### src/rtl/uart_cmd_wrapper.sv
// Knight-side UART endpoint: assembles two received bytes (high first) into a
// 16-bit command and serialises an 8-bit response byte back to the host.
`timescale 1ns/1ps
module uart_cmd_wrapper #(
  parameter int BAUD_DIV = 5208
) (
  input  logic        clk,
  input  logic        rst,
  input  logic        RX,
  output logic        TX,
  output logic [15:0] cmd,
  output logic        cmd_rdy,
  input  logic        clr_cmd_rdy,
  input  logic [7:0]  resp,
  input  logic        send_resp,
  output logic        tx_done
);

  localparam int CW = $clog2(BAUD_DIV + 1);
  localparam logic [CW-1:0] CNT_FULL = CW'(BAUD_DIV);
  localparam logic [CW-1:0] CNT_HALF = CW'(BAUD_DIV / 2);
  localparam logic [CW-1:0] CNT_ONE  = CW'(1);

  typedef enum logic {RX_IDLE, RX_RECV}     rx_state_t;
  typedef enum logic {BYTE_HIGH, BYTE_LOW}  byte_state_t;
  typedef enum logic {TX_IDLE, TX_XMIT}     tx_state_t;

  rx_state_t   rx_state;
  byte_state_t byte_state;
  tx_state_t   tx_state;

  logic          rx_s1, rx_s2, rx_s3;
  logic [CW-1:0] rx_cnt;
  logic [3:0]    rx_bit;
  logic [8:0]    rx_sh;
  logic          rx_done;
  logic          start_det;
  logic [7:0]    cmd_hi;

  logic [CW-1:0] tx_cnt;
  logic [3:0]    tx_bit;
  logic [8:0]    tx_sh;

  // Synchroniser flops preset to idle-high so reset never fakes a start edge.
  always_ff @(posedge clk) begin
    if (rst) begin
      rx_s1 <= 1'b1;
      rx_s2 <= 1'b1;
      rx_s3 <= 1'b1;
    end else begin
      rx_s1 <= RX;
      rx_s2 <= rx_s1;
      rx_s3 <= rx_s2;
    end
  end

  assign start_det = (rx_state == RX_IDLE) && rx_s3 && !rx_s2;

  // Samples 1..9 shift in; after the stop sample rx_sh[8] is the stop bit.
  always_ff @(posedge clk) begin
    if (rst) begin
      rx_state <= RX_IDLE;
      rx_cnt   <= '0;
      rx_bit   <= '0;
      rx_sh    <= '0;
      rx_done  <= 1'b0;
    end else begin
      rx_done <= 1'b0;
      case (rx_state)
        RX_IDLE: begin
          if (start_det) begin
            rx_cnt   <= CNT_HALF;
            rx_bit   <= '0;
            rx_state <= RX_RECV;
          end
        end
        RX_RECV: begin
          if (rx_cnt == CNT_ONE) begin
            rx_cnt <= CNT_FULL;
            rx_bit <= rx_bit + 4'd1;
            if (rx_bit == 4'd0) begin
              if (rx_s2) rx_state <= RX_IDLE;
            end else begin
              rx_sh <= {rx_s2, rx_sh[8:1]};
              if (rx_bit == 4'd9) begin
                rx_done  <= 1'b1;
                rx_state <= RX_IDLE;
              end
            end
          end else begin
            rx_cnt <= rx_cnt - CNT_ONE;
          end
        end
        default: rx_state <= RX_IDLE;
      endcase
    end
  end

  // Setting cmd_rdy is written after the clear so a simultaneous set wins.
  always_ff @(posedge clk) begin
    if (rst) begin
      byte_state <= BYTE_HIGH;
      cmd_hi     <= '0;
      cmd        <= '0;
      cmd_rdy    <= 1'b0;
    end else begin
      if (clr_cmd_rdy || (start_det && byte_state == BYTE_HIGH))
        cmd_rdy <= 1'b0;
      if (rx_done) begin
        if (!rx_sh[8]) begin
          byte_state <= BYTE_HIGH;
        end else if (byte_state == BYTE_HIGH) begin
          cmd_hi     <= rx_sh[7:0];
          byte_state <= BYTE_LOW;
        end else begin
          cmd        <= {cmd_hi, rx_sh[7:0]};
          cmd_rdy    <= 1'b1;
          byte_state <= BYTE_HIGH;
        end
      end
    end
  end

  // Start bit is driven directly on load; the shifter holds data then stop.
  always_ff @(posedge clk) begin
    if (rst) begin
      tx_state <= TX_IDLE;
      TX       <= 1'b1;
      tx_done  <= 1'b0;
      tx_sh    <= '0;
      tx_cnt   <= '0;
      tx_bit   <= '0;
    end else begin
      case (tx_state)
        TX_IDLE: begin
          if (send_resp) begin
            tx_sh    <= {1'b1, resp};
            TX       <= 1'b0;
            tx_done  <= 1'b0;
            tx_cnt   <= CNT_FULL;
            tx_bit   <= '0;
            tx_state <= TX_XMIT;
          end
        end
        TX_XMIT: begin
          if (tx_cnt == CNT_ONE) begin
            if (tx_bit == 4'd9) begin
              TX       <= 1'b1;
              tx_done  <= 1'b1;
              tx_state <= TX_IDLE;
            end else begin
              TX     <= tx_sh[0];
              tx_sh  <= {1'b0, tx_sh[8:1]};
              tx_bit <= tx_bit + 4'd1;
              tx_cnt <= CNT_FULL;
            end
          end else begin
            tx_cnt <= tx_cnt - CNT_ONE;
          end
        end
        default: tx_state <= TX_IDLE;
      endcase
    end
  end

endmodule

### config.mk
export PLATFORM = sky130hd
export DESIGN_NAME = uart_cmd_wrapper
export DESIGN_NICKNAME = d
export VERILOG_FILES = /design/src/rtl/uart_cmd_wrapper.sv
export SDC_FILE = /design/constraint.sdc
export NUM_CORES = 1
export LEC_CHECK = 0
export CAP_MARGIN = 10
export CORE_AREA = 5 5 87 89
export DETAILED_ROUTE_END_ITERATION = 16
export DIE_AREA = 0 0 92 94
export HOLD_SLACK_MARGIN = 0.05
export PLACE_DENSITY = 0.88
export SLEW_MARGIN = 10
export SYNTH_ARGS = -nofsm -noshare
export SYNTH_HDL_FRONTEND = slang
export SYNTH_SLANG_ARGS = --single-unit
### constraint.sdc
create_clock -name clk -period 5.4 [get_ports clk]
set_clock_uncertainty 0.2 [all_clocks]
set_input_delay 1.08 -clock clk [delete_from_list [all_inputs] [get_ports clk]]
set_output_delay 1.08 -clock clk [all_outputs]
set_load 0.02 [all_outputs]
# [Word level (Yosys, flattened, before mapping)]
# Index checks and enable logic that the tools add are counted.
# Widths: inputs -> output; s select.
[totals] regBits=86 input_bits=13 output_inout_bits=19 wordCells=95
[classes] add_sub_neg=4 n_eq_ne=11 mux=42 bitwise=5 n_reduce_logical=15
[ops] operator="$mux 13" n=5
[ops] operator="$pmux 13 s2" n=2
[ops] operator="$mux 9" n=3
[ops] operator="$eq 13x1->1 const B" n=2
[ops] operator="$sub 13x1->13 const B" n=2
[ops] operator="$mux 1" n=20
[ops] operator="$mux 4" n=5
[ops] operator="$pmux 9 s2" n=1
[ops] operator="$pmux 4 s2" n=2
[ops] operator="$reduce_and 3->1" n=5
[ops] operator="$add 4x1->4 const B" n=2
[ops] operator="$eq 4x4->1 const B" n=2
[ops] operator="$pmux 1 s2" n=4
[ops] operator="$ne 2x1->1 const B" n=3
[ops] operator="$ne 2x2->1 const B" n=3
[ops] operator="$reduce_and 2->1" n=3
[ops] operator="$not 1->1" n=5
[ops] operator="$logic_not 4->1" n=1
[ops] operator="$reduce_or 4->1" n=1
[ops] operator="$logic_and 1x1->1" n=3
[ops] operator="$ne 3x3->1 const B" n=1
[ops] operator="$logic_not 1->1" n=1
[ops] operator="$logic_or 1x1->1" n=1

# [Logic depth before layout (Yosys ltp)]
[logic_depth] depth_word=9 ltp_mapped=7 ltp_nobuf=6

# [Worst setup path after synthesis]
# No wires, ideal clock.
[synth_timing] path_type="input-to-reg" start="input port send_resp" end="register tx_cnt[11]" setup_ns=0.070 arrival_time_ns=2.313 t_required_ns=5.130 slack_ns=2.817 stages=5 path_buffers=1 path_cell_list="or2_2 clkbuf_1 nand4_1 or4b_2 a21oi_1"
[synth_between] elab_chain_cells=2
[synth_rtl] element="start, declared" line_no="15" source="input logic send_resp,"
[synth_rtl] element="$ne 2x2->1 (no source line)"
[synth_rtl] element="$reduce_and 2->1 (no source line)"
[synth_rtl] element="end signal, assigned" line_no="158" source="tx_cnt <= tx_cnt - CNT_ONE;"
[synth_rtl] element="end, declared" line_no="40" source="logic [CW-1:0] tx_cnt;"
# No other way between the ends.
# A chain may end at the register's enable or synchronous reset.

# [Worst setup path after layout]
[layout_timing] start="register tx_state" end="register tx_cnt[0]"
[layout_between] elab_chain_cells=3 elab_cells_between_ends=5 classes_between="eq/ne: 2; mux: 1; bitwise: 1; reduce/logical: 1"
[layout_rtl] element="start, declared" line_no="30" source="tx_state_t tx_state;"
[layout_rtl] element="start signal, assigned" line_no="127" source="tx_state <= TX_IDLE;"
[layout_rtl] element="start signal, assigned" line_no="142" source="tx_state <= TX_XMIT;"
[layout_rtl] element="start signal, assigned" line_no="150" source="tx_state <= TX_IDLE;"
[layout_rtl] element="$not 1->1"
[layout_rtl] element="$ne 2x2->1 (no source line)"
[layout_rtl] element="$reduce_and 2->1 (no source line)"
# Several ways; a longest one is shown, not always the timed one.

==> key figures <==
Routing
  – Post-DR wirelength/cell: 15.4 µm
  – First-pass DRT Iterations: 4
  – DR vias/cell: 6.16
  – Final WL: 8670 µm
  – Vias post-DR: 3477
  – DRC Markers: 0
  – Post-DRT Antenna Nets: 0
  – Iteration-0 DRC Markers: 306

Power
  – Leak pwr: 1.58 nW
  – Seq pwr share: 52.9%
  – Combinational group share of total power: 13.7%
  – Net Sw Power: 0.397 mW
  – Sw Ratio: 30.3%
  – Cell Int Power: 0.914 mW
  – Clock power frac: 33.4%
  – PwrDens: 293 nW/µm²
  – Max rail drop VDD: 0.000126 V

Logic synthesis
  – Largest family of logic cells by synthesized area: simple AND/OR/NAND/NOR gates
  – Multiplexer share of the synthesized area: 5.54%
  – Post-Syn Area: 4000 µm²
  – Synth area leader: dfxtp_1
  – Post-synth EDFFs: 0
  – Yosys warnings: 0
  – Synth area leaders: dfxtp_1, a21oi_1, nand2_1
  – Adder-cell share of the synthesized area: 2.82%
  – Sequential element share of the synthesized area: 43.0%
  – Most common cell in the netlist: dfxtp_1
  – Top cell type's share of synthesized area: 43.0%
  – Compound-cell area share of the yosys netlist: 19.6%
  – Post-Syn Nets: 488
  – Synthesized area per cell: 8.58 µm²
  – Cell variety after synth: 57
  – Dominant synthesized flop cell: dfxtp_1
  – Mapped Cells: 466
  – Flops & latches, synth: 86
  – Post-synth ARST share: 0%
  – Post-Synth Simple-Gate Area: 24.4%
  – Synth Area in XOR/XNOR: 0%
  – Synth cell count leaders: dfxtp_1, nand2_1, a21oi_1

Timing
  – Final setup fails: 0
  – Highest clock rate: 0.358 GHz
  – Setup TNS: 0 ns
  – Worst-margin pin slew: 1.12 ns
  – Min Tclk post-route: 2.79 ns
  – Final period util: 51.8%
  – Pins over their slew limit: 0
  – Slew headroom: 25.2%
  – Unrepaired setup endpoints after global routing: false
  – Final Hold Viols: 0

CTS
  – Inserted Clock Buffers: 9
  – Worst skew pair latency: 0.37 ns
  – CTS clk-pin slew, worst paths: 0.09 ns
  – Clock buffer depth: 2
  – Hold_buf cts: 0
  – Post-CTS Repair Setup Buffers: 0
  – # resized after CTS: 0
  – Clk root buf: clkbuf_8
  – # H-tree levels: 3
  – Clock Sinks: 86
  – TritonCTS clock tree: yes

Final layout
  – Layout Nets: 501
  – Share of cells above drive strength 1: 7.85%
  – N_diodes: 0
  – Layout fillers: 551
  – Synthesis-to-finish area growth: 11.9%
  – Reg area: 1720 µm²
  – Finished Layout Cells: 564
  – Cell area after layout: 4480 µm²
  – Multi-input logic area: 2090 µm²

Floorplan
  – Ports: 32
  – Die width: 92 µm
  – Initial Utilization: 59.9%
  – Die area: 8650 µm²
  – Core Box Area: 6680 µm²
  – Die H: 94 µm
  – Row cnt: 30

Global routing
  – Largest net degree at the start of global routing: 50
  – First-pass GRT wire length: 14900 µm
  – Vias in the first global route: 3298
  – Tot GR Track Use: 20.8%
  – Gr ovfl total: 0
  – Initial antenna violation count: 0

Worst setup path
  – CP Cell Sequence: nand4b_1, nor4_2, o21ai_0, a21oi_1
  – Slowest-stage cell, CP: dfxtp_1
  – WP data required: 5.49 ns
  – Worst r2r src: tx_state
  – CP max stage delay: 1.07 ns
  – Crit path arrival time: 2.89 ns
  – Crit. Startpoint: tx_state
  – Crit path kind: register to register
  – Setup crit start kind: register
  – R2r setup slk: 2.61 ns
  – Setup crit end kind: register
  – Peak fanout along the critical path: 28

Placed design
  – DP HPWL: 5780 µm
  – Number of port buffers: 31
  – Placed Cells: 548
  – Placed Area: 4290 µm²
  – GP Congestion: 0.875

Run
  – Max Cap Viol: 0

Hold path
  – Hold Crit Start: rx_s1
  – HP Class: register to register

Run status
  – Status: finished, final reports clean
power groups by stage:
| stage | Sequential, mW | Combinational [mW] | Clock, mW |
|---|---|---|---|
| after detailed placement | 0.707 | 0.175 | 0 |
| after floorplan | 0.694 | 0.147 | 0 |
| after CTS | 0.693 | 0.177 | 0.444 |
| after global placement | 0.705 | 0.167 | 0 |
| final | 0.694 | 0.179 | 0.438 |
| after global routing | 0.698 | 0.199 | 0.476 |
registers in the layout, indices dropped and copies added, names as in the netlist, 4 cells and up:
signal,flops
cmd_hi,8
tx_sh,9
cmd,16
tx_cnt,13
rx_cnt,13
rx_sh,9
rx_bit,4
tx_bit,4
final cells by class:
class	instances	area share, %
Clock buffer	9	2.77
Clock inverter	7	1.45
Inverter	16	1.34
Multi-Input combinational cell	334	46.8
Sequential cell	86	38.4
Tap cell	80	2.24
Timing Repair Buffer	32	6.99
worst paths after layout:
path | to | cells past startpoint
worst min register to register | rx_s2 | 1
worst max register to register | tx_cnt[0] | 4
worst min-delay path | rx_s2 | 1
worst max-delay path | tx_cnt[0] | 4
layer usage:
layer | track usage (%) | vias to the layer above | share of wire [%]
met5 | 0 | - | 0
met4 | 10.3 | 0 | 2.1
met3 | 3.53 | 19 | 4.6
met2 | 35.0 | 91 | 48
met1 | 25.9 | 1651 | 45
li1 | - | 1716 | -
worst max-delay path, delay by kind of cell, from the launching register on:
kind / cells / cell delay, ns
flip-flops: 1 / 1.07
AND/OR/NAND/NOR: 2 / 1.07
AO/OA/AOI/OAI: 2 / 0.38
kinds of logic after synthesis:
| kind of cell | count (synthesis) |
|---|---|
| DFF | 86 |
| adders and majority gates | 9 |
| AOI/OAI and AO/OA | 123 |
| buffers and inverters | 46 |
| muxes | 22 |
| and+or+nand+nor | 180 |
per-stage QoR:
step                      hold slack [ns]  setup WS [ns]  util (%)  power (mW)
after CTS                           0.219           2.64      67.0        1.31
after global placement              0.196           2.35      64.2       0.873
after detailed placement            0.198           2.30      64.2       0.881
final                               0.217           2.61      67.0        1.31
after floorplan                     0.189           2.82         -       0.840
after global routing                0.227           2.31      67.0        1.37
placed cells by master (no fill, tap or decap), types with 3 or more instances in the layout:
master and n:
or2_2 7, nor2_1 17, clkbuf_8 9, nand4_1 5
or3b_2 4, inv_1 15, a211oi_1 21, or3_1 15
nand2b_1 12, or4_1 8, a31oi_1 6, nand3_1 8
o211ai_1 5, o31ai_1 6, nor3_1 11, nand2_1 65
mux2i_1 21, nor2b_1 3, o41ai_1 3, dfxtp_1 86
o21ai_0 10, ha_1 9, a21oi_1 53, clkdlybuf4s50_1 30
nor4_1 5
(Power assumes the default switching activity.)
